--- src/rtl/instr_loader.sv ---
// instr_loader
// Front-end instruction entry stage for the processor core. It debounces the
// manual entry button and pairs two switch bytes into one 16-bit instruction.
// Finished instructions are queued in a small show-ahead FIFO, and the core
// takes them over a valid/ready handshake.
//
// Ports:
//   clk               system clock
//   reset             asynchronous, active-low reset
//   clk_enable        cycle enable (the button synchronizer ignores it)
//   input_instruction switch byte
//   button            raw, bouncing entry button
//   instr_ready       core accepts the head instruction this cycle
//   instr_out         head-of-FIFO instruction, 16'h0000 when empty
//   instr_valid       FIFO holds at least one instruction
//   fifo_count        number of stored instructions
//   status_leds       {phase, overflow, fifo_count (6 bits), hi_byte}
module instr_loader #(
  parameter int DEBOUNCE_CYCLES = 16,
  parameter int DEPTH           = 8,
  parameter int ADDR_W          = 3
) (
  input  logic              clk,
  input  logic              reset,
  input  logic              clk_enable,
  input  logic [7:0]        input_instruction,
  input  logic              button,
  input  logic              instr_ready,
  output logic [15:0]       instr_out,
  output logic              instr_valid,
  output logic [ADDR_W:0]   fifo_count,
  output logic [15:0]       status_leds
);

  localparam int DB_W = (DEBOUNCE_CYCLES > 2) ? $clog2(DEBOUNCE_CYCLES) : 1;
  localparam logic [DB_W-1:0]   DB_LAST    = DB_W'(DEBOUNCE_CYCLES - 1);
  localparam logic [ADDR_W:0]   DEPTH_CNT  = (ADDR_W + 1)'(DEPTH);

  localparam logic [0:0] PH_HI = 1'b0;
  localparam logic [0:0] PH_LO = 1'b1;

  logic              btn_meta;
  logic              btn_sync;
  logic              stable;
  logic              stable_d;
  logic [DB_W-1:0]   db_cnt;
  logic              press;

  logic [0:0]        phase;
  logic [7:0]        hi_byte;
  logic              overflow;

  logic [15:0]       mem [DEPTH];
  logic [ADDR_W-1:0] rd_ptr;
  logic [ADDR_W-1:0] wr_ptr;
  logic              push;
  logic              pop;
  logic              accept;

  // This synchronizer brings the raw button into the clock domain. It runs on
  // every clock edge so that a disabled stretch does not leave a stale level
  // in the pipeline.
  always_ff @(posedge clk or negedge reset) begin
    if (!reset) begin
      btn_meta <= 1'b0;
      btn_sync <= 1'b0;
    end else begin
      btn_meta <= button;
      btn_sync <= btn_meta;
    end
  end

  // The debouncer accepts a new level only after the synchronized button has
  // differed from the accepted level for DEBOUNCE_CYCLES consecutive enabled
  // cycles. Any return to the accepted level restarts the count. stable_d
  // lets us find the rising edge of the accepted level.
  always_ff @(posedge clk or negedge reset) begin
    if (!reset) begin
      stable   <= 1'b0;
      stable_d <= 1'b0;
      db_cnt   <= '0;
    end else if (clk_enable) begin
      stable_d <= stable;
      if (btn_sync != stable) begin
        if (db_cnt == DB_LAST) begin
          stable <= btn_sync;
          db_cnt <= '0;
        end else begin
          db_cnt <= db_cnt + DB_W'(1);
        end
      end else begin
        db_cnt <= '0;
      end
    end
  end

  // press stays high while clk_enable is low, because stable_d is frozen.
  // Consumers therefore qualify it with clk_enable.
  assign press  = stable & ~stable_d;

  assign pop    = instr_valid & instr_ready & clk_enable;
  assign push   = clk_enable & press & (phase == PH_LO);
  assign accept = push & ((fifo_count < DEPTH_CNT) | pop);

  // The assembler FSM alternates between capturing the high byte and
  // completing the word. The second press always returns it to HI, even when
  // a full FIFO discards the word.
  always_ff @(posedge clk or negedge reset) begin
    if (!reset) begin
      phase   <= PH_HI;
      hi_byte <= 8'h00;
    end else if (clk_enable && press) begin
      if (phase == PH_HI) begin
        hi_byte <= input_instruction;
        phase   <= PH_LO;
      end else begin
        phase   <= PH_HI;
      end
    end
  end

  // The overflow flag is sticky. It records any completed word that was lost
  // because the FIFO was full and no pop happened in the same cycle.
  always_ff @(posedge clk or negedge reset) begin
    if (!reset) begin
      overflow <= 1'b0;
    end else if (push && !accept) begin
      overflow <= 1'b1;
    end
  end

  // This block holds the FIFO pointers and the occupancy count. The pointers
  // wrap naturally because DEPTH is a power of two. A push and a pop in the
  // same cycle leave the count unchanged.
  always_ff @(posedge clk or negedge reset) begin
    if (!reset) begin
      rd_ptr     <= '0;
      wr_ptr     <= '0;
      fifo_count <= '0;
    end else begin
      if (accept) begin
        wr_ptr <= wr_ptr + ADDR_W'(1);
      end
      if (pop) begin
        rd_ptr <= rd_ptr + ADDR_W'(1);
      end
      case ({accept, pop})
        2'b10:   fifo_count <= fifo_count + (ADDR_W + 1)'(1);
        2'b01:   fifo_count <= fifo_count - (ADDR_W + 1)'(1);
        default: fifo_count <= fifo_count;
      endcase
    end
  end

  // The storage array has no reset. The output mux hides its contents
  // whenever the FIFO is empty.
  always_ff @(posedge clk) begin
    if (accept) begin
      mem[wr_ptr] <= {hi_byte, input_instruction};
    end
  end

  assign instr_valid = (fifo_count != '0);
  assign instr_out   = instr_valid ? mem[rd_ptr] : 16'h0000;
  assign status_leds = {phase, overflow, 6'(fifo_count), hi_byte};

endmodule
--- config.mk ---
export PLATFORM = sky130hd
export DESIGN_NAME = instr_loader
export DESIGN_NICKNAME = d
export VERILOG_FILES = /design/src/rtl/instr_loader.sv
export SDC_FILE = /design/constraint.sdc
export NUM_CORES = 1
export LEC_CHECK = 0
export ABC_AREA = 1
export BUFFER_PORTS_ARGS = -buffer_cell sky130_fd_sc_hd__buf_4
export CAP_MARGIN = 10
export CORE_UTILIZATION = 30
export DETAILED_ROUTE_END_ITERATION = 7
export GPL_TIMING_DRIVEN = 0
export PLACE_DENSITY_LB_ADDON = 0.1
export SLEW_MARGIN = 10
export SYNTH_ARGS = -nofsm -noshare
export SYNTH_HDL_FRONTEND = slang
export SYNTH_SLANG_ARGS = --single-unit
export TNS_END_PERCENT = 5
--- constraint.sdc ---
create_clock -name clk -period 2.9 [get_ports clk]
set_clock_uncertainty 0.15 [all_clocks]
set_input_delay 0.58 -clock clk [delete_from_list [all_inputs] [get_ports clk]]
set_output_delay 0.58 -clock clk [all_outputs]
set_load 0.1 [all_outputs]
==> flow_summary.yaml <==
finish:
  fin_cells: 885
  synthToLayoutAreaGrowth_pct: 26.03
  insertedDiodeCount: 0
  drive_gt1_frac: 0.3148
  nNetsFinal: 616
timing:
  layout_setup_ws_ns: 0.1060
  rsz0062_at_grt: "yes"
  max_slew_margin: 0.5332
  holdWs_ns: 0.1074
  max_freq_ghz: 0.3579
  finalHoldViolations: 0
  fin_setup_tns_ns: 0
  period_share: 0.9634
  setup_viol: 0
  post-route-min-period_ns: 2.794
  worst_pin_slew_ns: 0.6949
  slew_viol_final: 0
detailed_routing:
  viasPerCell: 4.730
  firstDrtPassIters: 4
  vias: 4186
  wl_mm: 17.00
  antenna_left: 0
  post_drt_wl_per_cell_um: 19.21
  post-route-drc-count: 0
  drt_iter0_markers: 205
synthesis:
  synth_cell_types: 36
  synth_cells: 522
  yosys_warnings: 0
  synth.avg_cell_area_um2: 12.67
  ys_ff_latch: 156
  yosysSeqAreaShare: 0.6871
  syn-cell-area_mm2: 0.006614
cts:
  cts_root_buffer: "clkbuf_16"
  cts_buffer_depth: 2
  cts_sinks: 156
  cts_buffers: 17
  postCtsSetupRepairBufs: 0
  htree_levels: 4
  clock_latency_ns: 0.42
  cts.clk_slew.worst_paths_ns: 0.07
  cts_tree: "yes"
grt:
  gr-total-overflow: 0
  antenna_found_initial: 0
  grt_max_degree: 29
  grt_usage: 0.1624
  grt_pass1_vias: 4283
  grt_pass1_wl_mm: 25.79
setup_path:
  required_ns: 2.17
  worst_setup_path_end_kind: "output port"
  critical_path.top_delay_family: "buffers and inverters"
  slowest_delay_ns: 0.40
  start_kind: "flip-flop"
  critical_path.cell_chain: "inv_1 -> buf_4 -> buf_6 -> nor2_1 -> o211ai_1 -> nand2_1 -> nor2_2 -> buf_12"
  worstPathArrival_ns: 2.06
  crit_type: "flip-flop to output port"
  path_max_fanout: 10
  crit_buf_inv: 4
  slowest_stage: "dfrtp_1"
power:
  pwr-share-comb: 0.015
  power_per_cell_area_mw_per_mm2: 581.4
  pwr-share-seq: 0.499
  swShare: 0.2105
  pwr-share-clk: 0.486
  p_int_mw: 3.826
  ir_drop_uv: 388.2
  switchingPower_mw: 1.020
  fin_total_pwr_mw: 4.846
  power.leakage_nw: 2.909
placed_design:
  dp_hpwl_mm: 11.73
  finalWeightedCongestion: 0.7306
  io_buffers: 46
  dpl_worst_slack_ns: 0.3562
  placedCellCount: 852
outcome:
  run_status: "finished, final reports clean"
die:
  die-area_mm2: 0.02264
  num_rows: 53
  fp.dieH_um: 150.5
  io_pins: 50
  initial_core_util: 0.3107
  die_x_um: 150.5
  core_area_mm2: 0.02129
min_path:
  worstHoldPathType: "primary input to flip-flop"
flow_run:
  drv_cap: 0
==> layout make-up <==
type	instances	area, um2
Sequential cell	156	4549
Clock inverter	15	198.9
Fill cell	2025	12950
Tap cell	275	344.1
Multi-Input combinational cell	317	1906
Timing Repair Buffer	55	573.1
Buffer	34	279.0
Clock buffer	17	425.4
Inverter	16	60.06
==> final timing paths <==
kind | from | end | slack [ns] | cells after the start
max | rd_ptr[0] | instr_out[2] | 0.11 | 8
min | button | btn_meta | 0.11 | 1
max reg2reg | fifo_count[3] | fifo_count[2] | 0.65 | 12
min reg2reg | btn_meta | btn_sync | 0.21 | 0
max in group asynchronous | reset | fifo_count[2] | 1.78 | 2
min in group asynchronous | reset | db_cnt[2] | 0.47 | 2
==> placed cells by master (no fill, tap or decap), types with 2 or more instances in the layout <==
cell | netlist | final
nor2_1 | 122 | 104
nor4_4 | 0 | 2
xnor2_1 | 2 | 2
buf_2 | 9 | 6
nor2_4 | 1 | 10
o21ai_0 | 38 | 38
clkbuf_16 | 0 | 17
bufinv_16 | 0 | 3
buf_8 | 1 | 12
conb_1 | 1 | 2
buf_6 | 5 | 20
nand2_1 | 42 | 42
inv_8 | 0 | 3
dfrtp_1 | 28 | 24
a21oi_1 | 3 | 3
o22ai_2 | 0 | 2
nor2_2 | 0 | 9
inv_6 | 0 | 7
buf_4 | 17 | 45
mux2_2 | 9 | 9
o21ai_2 | 11 | 11
inv_2 | 3 | 3
o211ai_1 | 6 | 6
nand3_1 | 5 | 5
inv_1 | 13 | 13
nand2_4 | 2 | 2
dfrtp_2 | 0 | 4
o21ai_1 | 22 | 22
o22ai_1 | 17 | 15
xor2_1 | 4 | 4
buf_12 | 0 | 3
edfxtp_1 | 128 | 128
o211ai_2 | 10 | 10
nand3_2 | 3 | 3
ha_1 | 6 | 6
nor3_4 | 0 | 4
==> layer usage <==
metal	vias up	part of all wire	track usage
met3	17	0.052	0.04424
met4	0	0.012	0.05000
met1	2067	0.46	0.2074
li1	2004	-	-
met2	98	0.48	0.2673
met5	-	0	0
==> flip-flops by register name (all words and copies together), names as in the netlist <==
name	cells
mem	128
hi_byte	8
db_cnt	4
fifo_count	4
rd_ptr	3
wr_ptr	3
btn_meta	1
btn_sync	1
overflow	1
phase	1
stable	1
stable_d	1
==> cell usage after synthesis (all sizes together) <==
cell / count / share of area
edfxtp: 128 / 0.58
nor2: 123 / 0.071
o21ai: 71 / 0.060
nand2: 45 / 0.028
buf: 32 / 0.037
dfrtp: 28 / 0.11
o22ai: 17 / 0.016
inv: 16 / 0.0091
o211ai: 16 / 0.026
mux2: 9 / 0.015
nand3: 8 / 0.0083
ha: 6 / 0.011
nor3: 5 / 0.0068
xor2: 4 / 0.0053
a21oi: 3 / 0.0023
xnor2: 3 / 0.0051
clkbuf: 2 / 0.0013
nor4: 2 / 0.0038
a22o: 1 / 0.0013
a31o: 1 / 0.0013
conb: 1 / 0.00057
nand4: 1 / 0.0032
==> power groups by stage <==
stage	Clock [mW]	Sequential, mW	Combinational [mW]
final	2.35	2.42	0.0733
after global routing	2.49	2.42	0.0815
after CTS	2.41	2.42	0.0757
after detailed placement	0	2.47	0.0746
after global placement	0	2.47	0.0735
after floorplan	0	2.47	0.0282
==> cells by family (layout without fill, tap and decap cells) <==
| group | after synthesis | in the layout | share of synthesized area |
|---|---|---|---|
| flip-flops | 156 | 156 | 0.6871 |
| AND/OR/NAND/NOR | 184 | 184 | 0.1213 |
| multiplexers | 9 | 9 | 0.01532 |
| adder cells (fa/ha/maj) | 6 | 6 | 0.01135 |
| AO/OA/AOI/OAI | 109 | 109 | 0.1067 |
| XOR/XNOR | 7 | 7 | 0.01041 |
| other | 1 | 2 | 0.0005670 |
| buffers and inverters | 50 | 137 | 0.04729 |
==> stage by stage <==
stage          utilization  area, um2
2_1_floorplan            -       6710
3_3_place_gp        0.3476       7400
3_5_place_dp        0.3553       7564
4_1_cts             0.3870       8238
5_1_grt             0.3916       8335
6_report            0.3916       8335
==> what timing repair did <==
action	4_1_cts	5_1_grt
resized for setup	11	24
pin swaps	2	2
hold buffers	1	0
gates cloned	0	0
endpoints found under the hold margin	28	0
endpoints found under the setup margin	7	16
(Power assumes the default switching activity.)
